--- config.mk ---
export PLATFORM = sky130hd
export DESIGN_NAME = usb_crc5_tx
export DESIGN_NICKNAME = d
export VERILOG_FILES = /design/src/rtl/usb_crc5_tx.sv
export SDC_FILE = /design/constraint.sdc
export NUM_CORES = 1
export LEC_CHECK = 0
export BUFFER_PORTS_ARGS = -buffer_cell sky130_fd_sc_hd__buf_2
export CAP_MARGIN = 20
export CORE_AREA = 5 5 72 74
export DETAILED_ROUTE_END_ITERATION = 8
export DIE_AREA = 0 0 77 79
export SLEW_MARGIN = 20
export SYNTH_ARGS = -nofsm -noshare
export SYNTH_HDL_FRONTEND = slang
export SYNTH_SLANG_ARGS = --single-unit
--- constraint.sdc ---
create_clock -name clk -period 2.55 [get_ports clk]
set_input_delay 0.3825 -clock clk [delete_from_list [all_inputs] [get_ports clk]]
set_output_delay 0.3825 -clock clk [all_outputs]
set_load 0.01 [all_outputs]
--- src/rtl/usb_crc5_tx.sv ---
// usb_crc5_tx: serialises an 11-bit token/SOF field LSB-first, then appends
// the inverted USB CRC5 (x^5+x^2+1, seed 5'b11111) MSB-first.
// Optional build macro CRC5_SELFCHECK_EN: keeps the LFSR running over the
// transmitted CRC bits and flags a bad residual on self_err.
module usb_crc5_tx #(
  parameter int unsigned DATA_BITS = 11
) (
  input  logic                 clk,
  input  logic                 n_rst,
  input  logic                 start,
  input  logic [DATA_BITS-1:0] token_field,
  input  logic                 shift_en,
  output logic                 tx_bit,
  output logic                 busy,
  output logic [4:0]           crc_out,
  output logic                 done
`ifdef CRC5_SELFCHECK_EN
  ,
  output logic                 self_err
`endif
);

  localparam int unsigned CW = (DATA_BITS > 1) ? $clog2(DATA_BITS) : 1;

  typedef enum logic [1:0] {
    ST_IDLE,
    ST_DATA,
    ST_CRC,
    ST_DONE
  } state_t;

  state_t               state_q,   state_d;
  logic [DATA_BITS-1:0] shreg_q,   shreg_d;
  logic [4:0]           lfsr_q,    lfsr_d;
  logic [CW-1:0]        bit_cnt_q, bit_cnt_d;
  logic [2:0]           crc_cnt_q, crc_cnt_d;
  logic [4:0]           crc_out_q, crc_out_d;
`ifdef CRC5_SELFCHECK_EN
  logic                 self_err_q, self_err_d;
`endif

  logic                 fb;
  logic [4:0]           lfsr_step;

  // Output decode from registered state only.
  always_comb begin
    tx_bit = 1'b0;
    case (state_q)
      ST_DATA: tx_bit = shreg_q[0];
      ST_CRC:  tx_bit = crc_out_q[crc_cnt_q];
      default: tx_bit = 1'b0;
    endcase
  end

  assign busy    = (state_q == ST_DATA) || (state_q == ST_CRC);
  assign done    = (state_q == ST_DONE);
  assign crc_out = crc_out_q;
`ifdef CRC5_SELFCHECK_EN
  assign self_err = self_err_q;
`endif

  // One serial CRC5 step over the bit currently on the wire.
  always_comb begin
    fb        = lfsr_q[4] ^ tx_bit;
    lfsr_step = {lfsr_q[3:0], 1'b0} ^ (fb ? 5'b00101 : 5'b00000);
  end

  // Next-state and datapath update.
  always_comb begin
    state_d   = state_q;
    shreg_d   = shreg_q;
    lfsr_d    = lfsr_q;
    bit_cnt_d = bit_cnt_q;
    crc_cnt_d = crc_cnt_q;
    crc_out_d = crc_out_q;
`ifdef CRC5_SELFCHECK_EN
    self_err_d = self_err_q;
`endif
    case (state_q)
      ST_IDLE: begin
        if (start) begin
          shreg_d   = token_field;
          lfsr_d    = '1;
          bit_cnt_d = '0;
          state_d   = ST_DATA;
`ifdef CRC5_SELFCHECK_EN
          self_err_d = 1'b0;
`endif
        end
      end
      ST_DATA: begin
        if (shift_en) begin
          lfsr_d    = lfsr_step;
          shreg_d   = shreg_q >> 1;
          bit_cnt_d = bit_cnt_q + CW'(1);
          if (bit_cnt_q == CW'(DATA_BITS - 1)) begin
            crc_out_d = ~lfsr_step;
            crc_cnt_d = 3'd4;
            state_d   = ST_CRC;
          end
        end
      end
      ST_CRC: begin
        if (shift_en) begin
`ifdef CRC5_SELFCHECK_EN
          lfsr_d = lfsr_step;
`endif
          crc_cnt_d = crc_cnt_q - 3'd1;
          if (crc_cnt_q == 3'd0) begin
            crc_cnt_d = 3'd0;
            state_d   = ST_DONE;
          end
        end
      end
      ST_DONE: begin
`ifdef CRC5_SELFCHECK_EN
        self_err_d = (lfsr_q != 5'b01100);
`endif
        state_d = ST_IDLE;
      end
      default: state_d = ST_IDLE;
    endcase
  end

  // State registers with asynchronous active-low reset.
  always_ff @(posedge clk or negedge n_rst) begin
    if (!n_rst) begin
      state_q   <= ST_IDLE;
      shreg_q   <= '0;
      lfsr_q    <= '1;
      bit_cnt_q <= '0;
      crc_cnt_q <= '0;
      crc_out_q <= '0;
`ifdef CRC5_SELFCHECK_EN
      self_err_q <= 1'b0;
`endif
    end else begin
      state_q   <= state_d;
      shreg_q   <= shreg_d;
      lfsr_q    <= lfsr_d;
      bit_cnt_q <= bit_cnt_d;
      crc_cnt_q <= crc_cnt_d;
      crc_out_q <= crc_out_d;
`ifdef CRC5_SELFCHECK_EN
      self_err_q <= self_err_d;
`endif
    end
  end

endmodule

==> impl_metrics.toml <==
[status]
status = "complete, no violations"

[synth]
netlist.area_leader.share_pct = 42.9
synth_common_cells = "nand2_1, dfrtp_1, nor2_1"
yosysUniqueCellTypes = 32
synthTopCellsByArea = "dfrtp_1, dfstp_2, nand2_1"
synth-async-reset-ratio_pct = 100
syn_area_um2 = 1460
ys.flop_type = "dfrtp_1"
synth-seq-cells = 30
yosysMostFrequentCell = "nand2_1"
synth_area_leader_cell = "dfrtp_1"
syn_avg_cell_area_um2 = 10.3
ys_seq_area_share_pct = 51.9
syn_nets = 163
synth_edf_count = 0
ys_warn_count = 0
synthCells = 141

[cts]
ctsResizeCount = 0
clk_pin_slew_worst_paths_ns = 0.07
cts_tree = "yes"
cts_sinks = 30
clockBufferDepth = 2
clock_latency_ns = 0.28
postCtsSetupBuffers = 0
htree_levels = 2
cts_buffers = 5
postCtsHoldBufs = 0
cts-root-buf = "clkbuf_8"

[sta]
setup_viol = 0
fin_hold_ws_ns = 0.129
hold_viol = 0
period_share_pct = 79.6
finalSetupTns_ns = 0
final.setup_skew_ns = 0.00909
drv_slew = 0
rsz0062_at_grt = "no"
worst_slew_pin_slew_ns = 0.653
layout_min_cycle_time_ns = 2.03
max_freq_mhz = 493
slew-limit-headroom_pct = 56.5

[global_route]
antenna_found_initial = 0
grt.total_usage_pct = 9.97
grt_pass1_vias = 1099
grt_max_degree = 31
grt_pass1_wl_um = 4970
grt-ovfl-total = 0

[worst_setup_path]
crit_path_max_fanout = 8
reg2reg_setup_slack_ns = 0.60
worst_setup_path_end_kind = "primary output"
r2r_start = "state_q[1]"
crit_chain = "inv_1 -> ha_1 -> o211ai_2 -> a21boi_4 -> buf_2"
start_kind = "flip-flop"
worstPathArrival_ns = 1.65
crit_slowest_cell = "dfrtp_1"
reg2reg_depth = 6
required_ns = 2.17
r2r-end = "bit_cnt_q[0]"
slowest_delay_ns = 0.40
worstSetupPathType = "flip-flop to primary output"

[drt]
wire_per_inst_um = 12.6
ant_nets = 0
viasPerCell = 5.04
vias = 1113
drt_pass1_iterations = 4
routed_wl_um = 2800
drt_iter0_drc = 39
drcViolationCount = 0

[floorplan]
chipHeight_um = 79
io_pins = 23
start_util_pct = 32.2
die_w_um = 77
coreArea_um2 = 4540
die-area_um2 = 6080
num_rows = 25

[place]
io_buffers = 22
place_inst = 213
gp_congestion = 0.735
dpl.hpwl_um = 2070

[job]
maxCapViolCount = 0

[layout]
final-instance-count-excl-fill = 221
layout-drive-gt1-share_pct = 25.1
n_antenna_cell = 0
utilization_pct = 37.8
fin_nets = 188
area_delta_synth_final_pct = 17.6

[min_path]
hold_class = "input port to asynchronous set/reset pin"

[power_and_ir_drop]
p_per_area_nw_per_um2 = 1040
power_w = 0.00179
ir_drop_v = 0.000415
leakagePower_nw = 0.814
flip-flops by register name (all words and copies together) (netlist names):
signal	count
shreg_q	11
lfsr_q	5
state_q	2
crc_cnt_q	3
bit_cnt_q	4
crc_out	5
layout make-up:
type | count | area, um^2
fill | 461 | 2820
multi-input combinational | 104 | 661
sequential | 30 | 757
clock inverter | 3 | 40.0
timing repair buffer | 22 | 110
inverter | 3 | 11.3
clock buffer | 5 | 68.8
tap | 54 | 67.6
cell families (layout without fill, tap and decap cells):
logic type,after synthesis,in the layout,share of synthesized area [%]
XOR/XNOR,5,5,3.00
adder cells (fa/ha/maj),7,7,6.00
AO/OA/AOI/OAI,34,34,16.8
multiplexers,4,4,2.83
buffers and inverters,7,33,2.83
flip-flops,30,30,51.9
AND/OR/NAND/NOR,54,54,16.6
where the power goes:
group          total (W)  switching, W  internal [W]
clock network   0.000462      0.000175      0.000287
logic           0.000596      0.000349      0.000247
registers       0.000727     0.0000943      0.000633
total            0.00179      0.000618       0.00117
worst max-delay path, delay by kind of cell (launching register included):
family | cells | cell delay [ns]
flip-flops | 1 | 0.40
adder cells (fa/ha/maj) | 1 | 0.33
buffers and inverters | 2 | 0.29
AO/OA/AOI/OAI | 2 | 0.36
layer usage:
layer  share of wire [%]  routed length, um  GRT usage (%)
met3                 5.8                161           3.51
met2                  43               1210           15.7
met5                   0                  0              0
met1                  50               1400           13.1
met4                 1.0                 29           2.58
cell usage in the layout (no fill, tap or decap), drive strengths merged, types with 2 or more instances in the layout:
cell / instances
nand2: 31
dfrtp: 25
buf: 22
nor2: 13
o21ai: 12
a22oi: 7
ha: 7
o22a: 5
clkbuf: 5
dfstp: 5
inv: 3
mux2i: 3
o22ai: 3
xor2: 3
nand3b: 2
and3b: 2
nand3: 2
xnor2: 2
clkinv: 2
a21oi: 2
worst max path at each step:
stage | startpoint | to | depth (start not counted)
after floorplan | state_q[0] | shreg_q[10] | 6
after global placement | state_q[1] | bit_cnt_q[1] | 6
after detailed placement | state_q[1] | bit_cnt_q[0] | 6
after CTS | state_q[0] | tx_bit | 5
after global routing | state_q[0] | tx_bit | 5
final | state_q[0] | tx_bit | 5
per-stage QoR:
stage | setup slack, ns | instance area (um^2)
2_1_floorplan | 0.965 | 1460
3_3_place_gp | 0.681 | 1610
3_5_place_dp | 0.601 | 1610
4_1_cts | 0.504 | 1720
5_1_grt | 0.406 | 1720
6_report | 0.520 | 1720
(Power assumes the default switching activity.)
